==> src/rtl/online_digit_collector_if.sv <==
// Handshake/data bundle for online_digit_collector.
//   master: producer/consumer side (drives enable, start, digit_in, word_ready)
//   slave : collector side (drives word_out, word_valid, busy, err)
// Widths follow DIGIT_W / N_DIGITS; they must match the collector's parameters.
interface online_digit_collector_if #(
    parameter int DIGIT_W  = 2,
    parameter int N_DIGITS = 8
);
    logic                          enable;
    logic                          start;
    logic [DIGIT_W-1:0]            digit_in;
    logic                          word_ready;
    logic [N_DIGITS*DIGIT_W-1:0]   word_out;
    logic                          word_valid;
    logic                          busy;
    logic                          err;

    modport master (
        output enable, start, digit_in, word_ready,
        input  word_out, word_valid, busy, err
    );

    modport slave (
        input  enable, start, digit_in, word_ready,
        output word_out, word_valid, busy, err
    );
endinterface

==> src/rtl/online_digit_collector.sv <==
// Collects a serial signed-digit stream (MSD first) from an online arithmetic
// unit into a parallel word. The first DELTA enabled digits after start are
// the unit's online delay and are discarded; the next N_DIGITS enabled
// digits are shifted in. The finished word is held with word_valid until the
// consumer raises word_ready.
// Ports:
//   clk        - rising-edge clock
//   asyn_reset - asynchronous, active-high reset
//   bus        - online_digit_collector_if.slave:
//                enable/start/digit_in/word_ready in,
//                word_out/word_valid/busy/err out
module online_digit_collector #(
    parameter int DIGIT_W  = 2,
    parameter int N_DIGITS = 8,
    parameter int DELTA    = 3
) (
    input  logic                    clk,
    input  logic                    asyn_reset,
    online_digit_collector_if.slave bus
);
    localparam int WORD_W  = N_DIGITS * DIGIT_W;
    localparam int CNT_MAX = (DELTA > N_DIGITS) ? DELTA : N_DIGITS;
    localparam int CNT_W   = $clog2(CNT_MAX + 1);

    typedef enum logic [1:0] {IDLE, SKIP, COLLECT, DONE} state_t;

    state_t              state, state_n;
    logic [CNT_W-1:0]    cnt, cnt_n;
    logic [WORD_W-1:0]   sreg, sreg_n;
    logic                err_q, err_n;
    logic                last_skip, last_col;

    // Terminal tests compare against the digit about to be consumed, so the
    // counter is cleared on the transition instead of ever reaching/wrapping
    // past its terminal value. With DELTA=0 last_skip is never true, and
    // SKIP is never entered anyway.
    assign last_skip = (int'(cnt) == DELTA - 1);
    assign last_col  = (int'(cnt) == N_DIGITS - 1);

    always_ff @(posedge clk or posedge asyn_reset) begin
        if (asyn_reset) begin
            state <= IDLE;
            cnt   <= '0;
            sreg  <= '0;
            err_q <= 1'b0;
        end else begin
            state <= state_n;
            cnt   <= cnt_n;
            sreg  <= sreg_n;
            err_q <= err_n;
        end
    end

    always_comb begin
        state_n = state;
        cnt_n   = cnt;
        sreg_n  = sreg;
        err_n   = err_q;
        case (state)
            IDLE: begin
                // Start is taken regardless of enable; the old word stays
                // visible until this edge.
                if (bus.start) begin
                    state_n = (DELTA == 0) ? COLLECT : SKIP;
                    cnt_n   = '0;
                    sreg_n  = '0;
                    err_n   = 1'b0;
                end
            end
            SKIP: begin
                if (bus.enable) begin
                    if (last_skip) begin
                        state_n = COLLECT;
                        cnt_n   = '0;
                    end else begin
                        cnt_n = cnt + CNT_W'(1);
                    end
                end
            end
            COLLECT: begin
                if (bus.enable) begin
                    sreg_n = (sreg << DIGIT_W) | WORD_W'(bus.digit_in);
                    // All bits set is not a legal {plus,minus} code.
                    if (&bus.digit_in) err_n = 1'b1;
                    if (last_col) begin
                        state_n = DONE;
                        cnt_n   = '0;
                    end else begin
                        cnt_n = cnt + CNT_W'(1);
                    end
                end
            end
            DONE: begin
                // start is deliberately ignored here, even on the handshake edge.
                if (bus.word_ready) state_n = IDLE;
            end
            default: state_n = IDLE;
        endcase
    end

    assign bus.word_out   = sreg;
    assign bus.word_valid = (state == DONE);
    assign bus.busy       = (state == SKIP) || (state == COLLECT);
    assign bus.err        = err_q;
endmodule

==> src/flat_wrapper.sv <==
// flat-port wrapper written by rule: the top's interface ports become plain ports
module online_digit_collector_flat 
#(
    parameter int DIGIT_W  = 2,
    parameter int N_DIGITS = 8,
    parameter int DELTA    = 3
)
  (clk, asyn_reset, bus_enable, bus_start, bus_digit_in, bus_word_ready, bus_word_out, bus_word_valid, bus_busy, bus_err);
  online_digit_collector_if #(.DIGIT_W(DIGIT_W), .N_DIGITS(N_DIGITS)) bus_i ();
  input  logic clk;
  input  logic asyn_reset;
  input wire logic [$bits(bus_i.enable)-1:0] bus_enable;
  input wire logic [$bits(bus_i.start)-1:0] bus_start;
  input wire logic [$bits(bus_i.digit_in)-1:0] bus_digit_in;
  input wire logic [$bits(bus_i.word_ready)-1:0] bus_word_ready;
  output wire logic [$bits(bus_i.word_out)-1:0] bus_word_out;
  output wire logic [$bits(bus_i.word_valid)-1:0] bus_word_valid;
  output wire logic [$bits(bus_i.busy)-1:0] bus_busy;
  output wire logic [$bits(bus_i.err)-1:0] bus_err;
  assign bus_i.enable = bus_enable;
  assign bus_i.start = bus_start;
  assign bus_i.digit_in = bus_digit_in;
  assign bus_i.word_ready = bus_word_ready;
  assign bus_word_out = bus_i.word_out;
  assign bus_word_valid = bus_i.word_valid;
  assign bus_busy = bus_i.busy;
  assign bus_err = bus_i.err;
  online_digit_collector #(.DIGIT_W(DIGIT_W), .N_DIGITS(N_DIGITS), .DELTA(DELTA)) u_core (.clk(clk), .asyn_reset(asyn_reset), .bus(bus_i));
endmodule
==> config.mk <==
export PLATFORM = sky130hd
export DESIGN_NAME = online_digit_collector_flat
export DESIGN_NICKNAME = d
export VERILOG_FILES = /design/src/rtl/online_digit_collector_if.sv /design/src/rtl/online_digit_collector.sv /design/src/flat_wrapper.sv
export SDC_FILE = /design/constraint.sdc
export NUM_CORES = 1
export LEC_CHECK = 0
export CAP_MARGIN = 30
export CORE_MARGIN = 2
export CORE_UTILIZATION = 30
export CTS_CLUSTER_DIAMETER = 150
export DETAILED_ROUTE_END_ITERATION = 10
export PLACE_DENSITY = 0.63
export SYNTH_ARGS = -nofsm -noshare
export SYNTH_HDL_FRONTEND = slang
export SYNTH_SLANG_ARGS = --single-unit
==> constraint.sdc <==
create_clock -name clk -period 3.86 [get_ports clk]
set_input_delay 0.772 -clock clk [delete_from_list [all_inputs] [get_ports clk]]
set_output_delay 0.772 -clock clk [all_outputs]
set_load 0.005 [all_outputs]
; Word level (Yosys, flattened, before mapping)
; Cells that the tools add are included.
[totals]
regBits = 23
input_bits = 7
out_inout_bits = 19
[op_classes]
addsub = 1
eq_ne = 12
muxes = 20
bitwise_logic = 1
n_reduce_logical = 9
[ops]
columns = cell, n
row1 = two-way mux 16 bit, 2
row2 = case mux 16 bit (2 select lines), 1
row3 = two-way mux 4 bit, 5
row4 = bitwise OR 16 x 2 -> 16 bit, 1
row5 = two-way mux 2 bit, 6
row6 = case mux 4 bit (3 select lines), 1
row7 = "inequality test 2 bit, second input constant", 4
row8 = case mux 2 bit (4 select lines), 1
row9 = AND reduction 4 bit, 2
row10 = "inequality test 2 x 1 -> 1 bit, second input constant", 3
row11 = AND reduction 6 bit, 1
row12 = "adder 4 x 1 -> 4 bit, second input constant", 1
row13 = "== test 2 bit, second input constant", 2
row14 = "== test 4 x 3 -> 1 bit, second input constant", 1
row15 = "== test 4 bit, second input constant", 1
row16 = two-way mux 1 bit, 3
row17 = AND reduction 3 bit, 1
row18 = nonzero test 3 bit, 1
row19 = "== test 2 x 1 -> 1 bit, second input constant", 1
row20 = logical NOT 2 bit, 1
row21 = case mux 1 bit (2 select lines), 1
row22 = AND reduction 2 bit, 1
row23 = nonzero test 2 bit, 1
row24 = logical OR 1 bit, 1

; Longest topological paths before layout
[depth]
ltp_word = 4
depth_mapped = 8
depth_no_buf = 6

; Worst setup path before layout
; Ideal clock, no wire load.
[synth_path]
kind = register to register
start = register u_core.state[0]
end = register u_core.cnt[3]
setup_time_ps = 104
t_arrival_ps = 1842
setup_slack_ps = 1914
path_stages_with_launch = 8
synth_period_minus_slack_ps = 1946
cell_sequence = dfrtp_1 inv_1 ha_1 buf_6 o21ba_1 or3_4 or2_4 o41ai_2
[synth_via]
elab_chain_len = 3
[synth_rtl]
columns = item, line
row1 = "start, declared", online_digit_collector.sv:27  ; state_t state, state_n;
row2 = "start signal, assigned", online_digit_collector.sv:47  ; state <= state_n;
row3 = "== test 2 x 1 -> 1 bit, or another cell as far along", online_digit_collector.sv:59  ; case (state)
row4 = inequality test 2 bit (no line) or nonzero test 3 bit (tied branches), --
row5 = AND reduction 4 bit (no line), --
row6 = "end signal, assigned", online_digit_collector.sv:48  ; cnt <= cnt_n;
row7 = "end, declared", online_digit_collector.sv:28  ; logic [CNT_W-1:0] cnt, cnt_n;
; Several ways; a longest one is shown, not always the timed one.
; A chain may end at the register's enable or synchronous reset.

; Worst setup path after layout
[layout_path]
start = register u_core.state[0]
end = output port bus_busy
[layout_via]
elab_chain_len = 2
[layout_rtl]
columns = item, line
row1 = == test 2 x 1 -> 1 bit or == test 2 bit (tied branches), online_digit_collector.sv:103  ; assign bus.busy = (state == SKIP) || (state == COLLECT);
row2 = logical OR 1 bit (*), online_digit_collector.sv:103
row3 = "end, declared", flat_wrapper.sv:18  ; output wire logic [$bits(bus_i.busy)-1:0] bus_busy;
; Mark *: on every way between the ends. The rest lies on a longest branch, timed or not.

==> results <==
- The flow ran to the end, and the final reports show no timing, DRC or antenna violations.
- The post-layout minimum cycle time is 2.42 ns.
- STA puts the critical path data required time at slightly above 3 ns.
- In this run the most critical hold path is launched from u_core.bus.err.
- The routed wire length is about 2200 um.
- The hold buffer count at CTS is 0.
- Pin placement for this block handled 26 I/O pins.
- The clock network latency to the later pin of the worst-skew pair is 0.30 ns.
- In this run, synthesis produced a sequential element count of 23.
- The type of origin of the critical path is a flip-flop.
- The leakage power is about 0.00064 uW.
- The startpoint of the worst register-to-register path is u_core.state[0].
- In this run the worst hold path is classified as reg -> reg.
- The routed layout has between 700 and 800 vias.
- The maximum buffer depth of the clock tree is 2.
- The cell area after placement is 1370 um2.
- The post-route setup TNS is 0 ns.
- The first detailed-routing pass took 4 iterations.
- Of all cell types, the one taking the most synthesized area is sky130_fd_sc_hd__dfrtp_1.
- Setup repair after global routing left no endpoint under its margin.
- In the routed layout, each cell is associated on average with a via count of 4.88.
- Ranked by instance count, the synthesized netlist is headed by 23 x sky130_fd_sc_hd__dfrtp_1, 16 x sky130_fd_sc_hd__a22o_1, 7 x sky130_fd_sc_hd__ha_1.
- In this run the number of H-tree levels came out at 1.
- The proportion of register bits with asynchronous set or reset after synthesis is 100%.
- Summed over its instances, the top area cell type makes up a little over half of the synthesized netlist area.
- The global-route wire length before repair is 3950 um.
- The clock-pin slew on the worst setup and hold paths is 0.12 ns.
- The number of buffers inserted by port buffering is 25.
- The number of global-route vias before repair came to between 800 and 900.
- The number of antenna violations at the first check in global routing is 0.
- The number of clock buffers added by TritonCTS is 3.
- The post-synthesis average cell area is 12.1 um2.
- The nature of the critical path endpoint is an output port.
- The startpoint-to-endpoint class of the critical path is reg -> out.
- Of all nets on the critical path, the largest fanout is 4.
- The total of warnings raised by yosys is 0.
- The total nets after synthesis is between 100 and 150.
- By area the synthesized netlist is led by sky130_fd_sc_hd__dfrtp_1 53%, sky130_fd_sc_hd__a22o_1 13%, sky130_fd_sc_hd__ha_1 8.1%.
- Clock tree synthesis found a total of 23 sinks.
- After the last flow step, the layout net total stands at 130.
- The number of antenna diodes in the final layout is 0.
- The number of buffers and inverters on the critical path is 2.
- The achievable frequency is 414 MHz.
- The total power is 848 uW.
- The die covers 4100 um2.
- On the critical path, the stage with the largest delay is an instance of sky130_fd_sc_hd__clkdlybuf4s50_1.
- For this run, the register share of the synthesized area comes to a little over half.
- The area growth from synthesis to final layout is 29.5%.
- After clock tree synthesis, the repair step resized 0 gates.
- On the worst path, the slowest cell contributes a delay of roughly 0.51 ns.
- The number of DRC violations after detailed routing is 0.
- The endpoint identified for the worst register-to-register timing path is u_core.state[1].
- The starting density of the core is 31.9%.
- The maximum number of pins on one net before global-route repair is 24.
- The synthesized netlist contains 25 unique library cells.
- The number of pins with negative max-slew slack in the final report is 0.
- From left edge to right edge, the die measures 64.0 um.
- The actual slew at the worst max-slew pin is ~0.82 ns.
- In this run the register-to-register setup slack is 1.66 ns.
- Among all cell types in the netlist, the one instantiated most often is sky130_fd_sc_hd__dfrtp_1.
- The root buffer selected by CTS is sky130_fd_sc_hd__clkbuf_4.
- The die height is 64.0 um.
- The cell depth of the worst hold path is 1.
- The power per cell area is 606 nW/um2.
- The total setup violations reported at the end of the flow is 0.
- The post-layout instance area is 1400 um2.
- After floorplanning, the core was divided into 21 placement rows.
- The first routing iteration left 70 violations.
- The number of enable flip-flop cells after synthesis is 0.
- The overall global routing resource usage is about an eighth.
- The summed instance area of the synthesized netlist is 1080 um2.
- IR analysis of the VDD net gives a maximum drop of about 270 uV.
- For the worst flop-to-flop path, the logic depth is 6.
- Measured against its own limit, the worst slew margin works out to a little under half.
- Data on the critical path arrives at its endpoint at around 1.7 ns.
- The final HPWL from detailed placement is approximately 1600 um.
- Max-cap violations in this run came to 0.
- The residual antenna-violating net count after detailed routing is 0.
- The ratio of cells with drive above 1 in the final layout is a little under a tenth.
- TritonCTS built the clock tree.
- The global placer's final weighted congestion is 0.707.
- Traced cell by cell, the critical path runs through inv_1 -> ha_1 -> clkdlybuf4s50_1.
- The average wire per cell in the routed design is 13.7 um.
- The final critical path takes up 62.6% of the cycle.
- Grouping stages by cell kind, the critical path spends the most delay in buffers and inverters.
- The most instantiated flip-flop cell in the synthesis netlist is sky130_fd_sc_hd__dfrtp_1.
- The number of instances in the synthesized netlist is 89.
- The final-report hold violation count is 0.
- After global routing the overflow that remains totals 0.
- Post-CTS timing repair inserted 0 buffers for setup.
- For the final database, setup skew stands at 0.00369 ns.
- The path with the worst hold slack has its endpoint at u_core.bus.err.
- The standard cell core area is 3390 um2.
-- area by class of cell --
cell class                 count  area [um2]
tap                           46        57.6
clock buffer                   4        26.3
multi-input combinational     56         459
fill                         323        1990
sequential                    23         576
inverter                       6        22.5
timing repair buffer          26         258
-- layer usage --
metal | wire length (um) | up-vias | share of wire (%) | GRT usage, %
met2 | 987 | 26 | 45 | 18.4
met1 | 1060 | 382 | 48 | 16.1
met5 | 0 | - | 0 | 0
li1 | - | 374 | - | -
met3 | 134 | 4 | 6.1 | 3.52
met4 | 25 | 0 | 1.1 | 5.16
-- cells in the final DEF (no fill, tap or decap), drive strengths merged --
cell,netlist,final
clkdlybuf4s50,0,25
dfrtp,23,23
a22o,16,16
ha,7,7
inv,6,6
nor2,6,6
o21ai,4,4
nand2,4,4
clkbuf,2,4
nor2b,3,3
o31ai,3,3
o41ai,2,2
nand3,1,1
o21ba,1,1
or3,1,1
or2,1,1
a211o,1,1
o22a,1,1
nand2b,1,1
or4bb,1,1
o221a,1,1
mux2i,1,1
mux2,1,1
buf,2,1
-- sequential cells by signal (all words and copies together), names as in the netlist --
name                 cells
u_core.bus.word_out     16
u_core.cnt               4
u_core.state             2
u_core.bus.err           1
-- power by group --
| group | switching [uW] | total, uW | internal, uW |
|---|---|---|---|
| Sequential | 41.6 | 327 | 286 |
| Clock | 68.7 | 109 | 40.3 |
| Combinational | 210 | 412 | 202 |
-- worst max path at each step --
stage	cells past startpoint	startpoint	slack (ns)	to
2_1_floorplan	7	u_core.state[0]	1.91	u_core.cnt[3]
3_3_place_gp	5	bus_enable	1.40	u_core.cnt[2]
3_5_place_dp	5	bus_enable	1.36	u_core.cnt[3]
4_1_cts	3	u_core.state[0]	1.42	bus_busy
5_1_grt	3	u_core.state[0]	1.33	bus_busy
6_report	3	u_core.state[0]	1.44	bus_busy
-- stage by stage --
stage          setup WS (ns)  instances  util (%)  hold WS (ns)
2_1_floorplan           1.91         89         -         0.483
3_3_place_gp            1.40        156      40.3         0.475
6_report                1.44        161      41.3         0.522
3_5_place_dp            1.36        156      40.3         0.488
4_1_cts                 1.42        160      41.0         0.524
5_1_grt                 1.33        161      41.3         0.564
-- cell families after synthesis --
group	after synthesis	share of synthesized area [%]
buffers and inverters	10	4.17
flip-flops	23	53.3
multiplexers	2	1.97
AO/OA/AOI/OAI	29	23.1
AND/OR/NAND/NOR	18	9.39
adder cells (fa/ha/maj)	7	8.11
No activity file was read; power rests on OpenSTA's default activity.
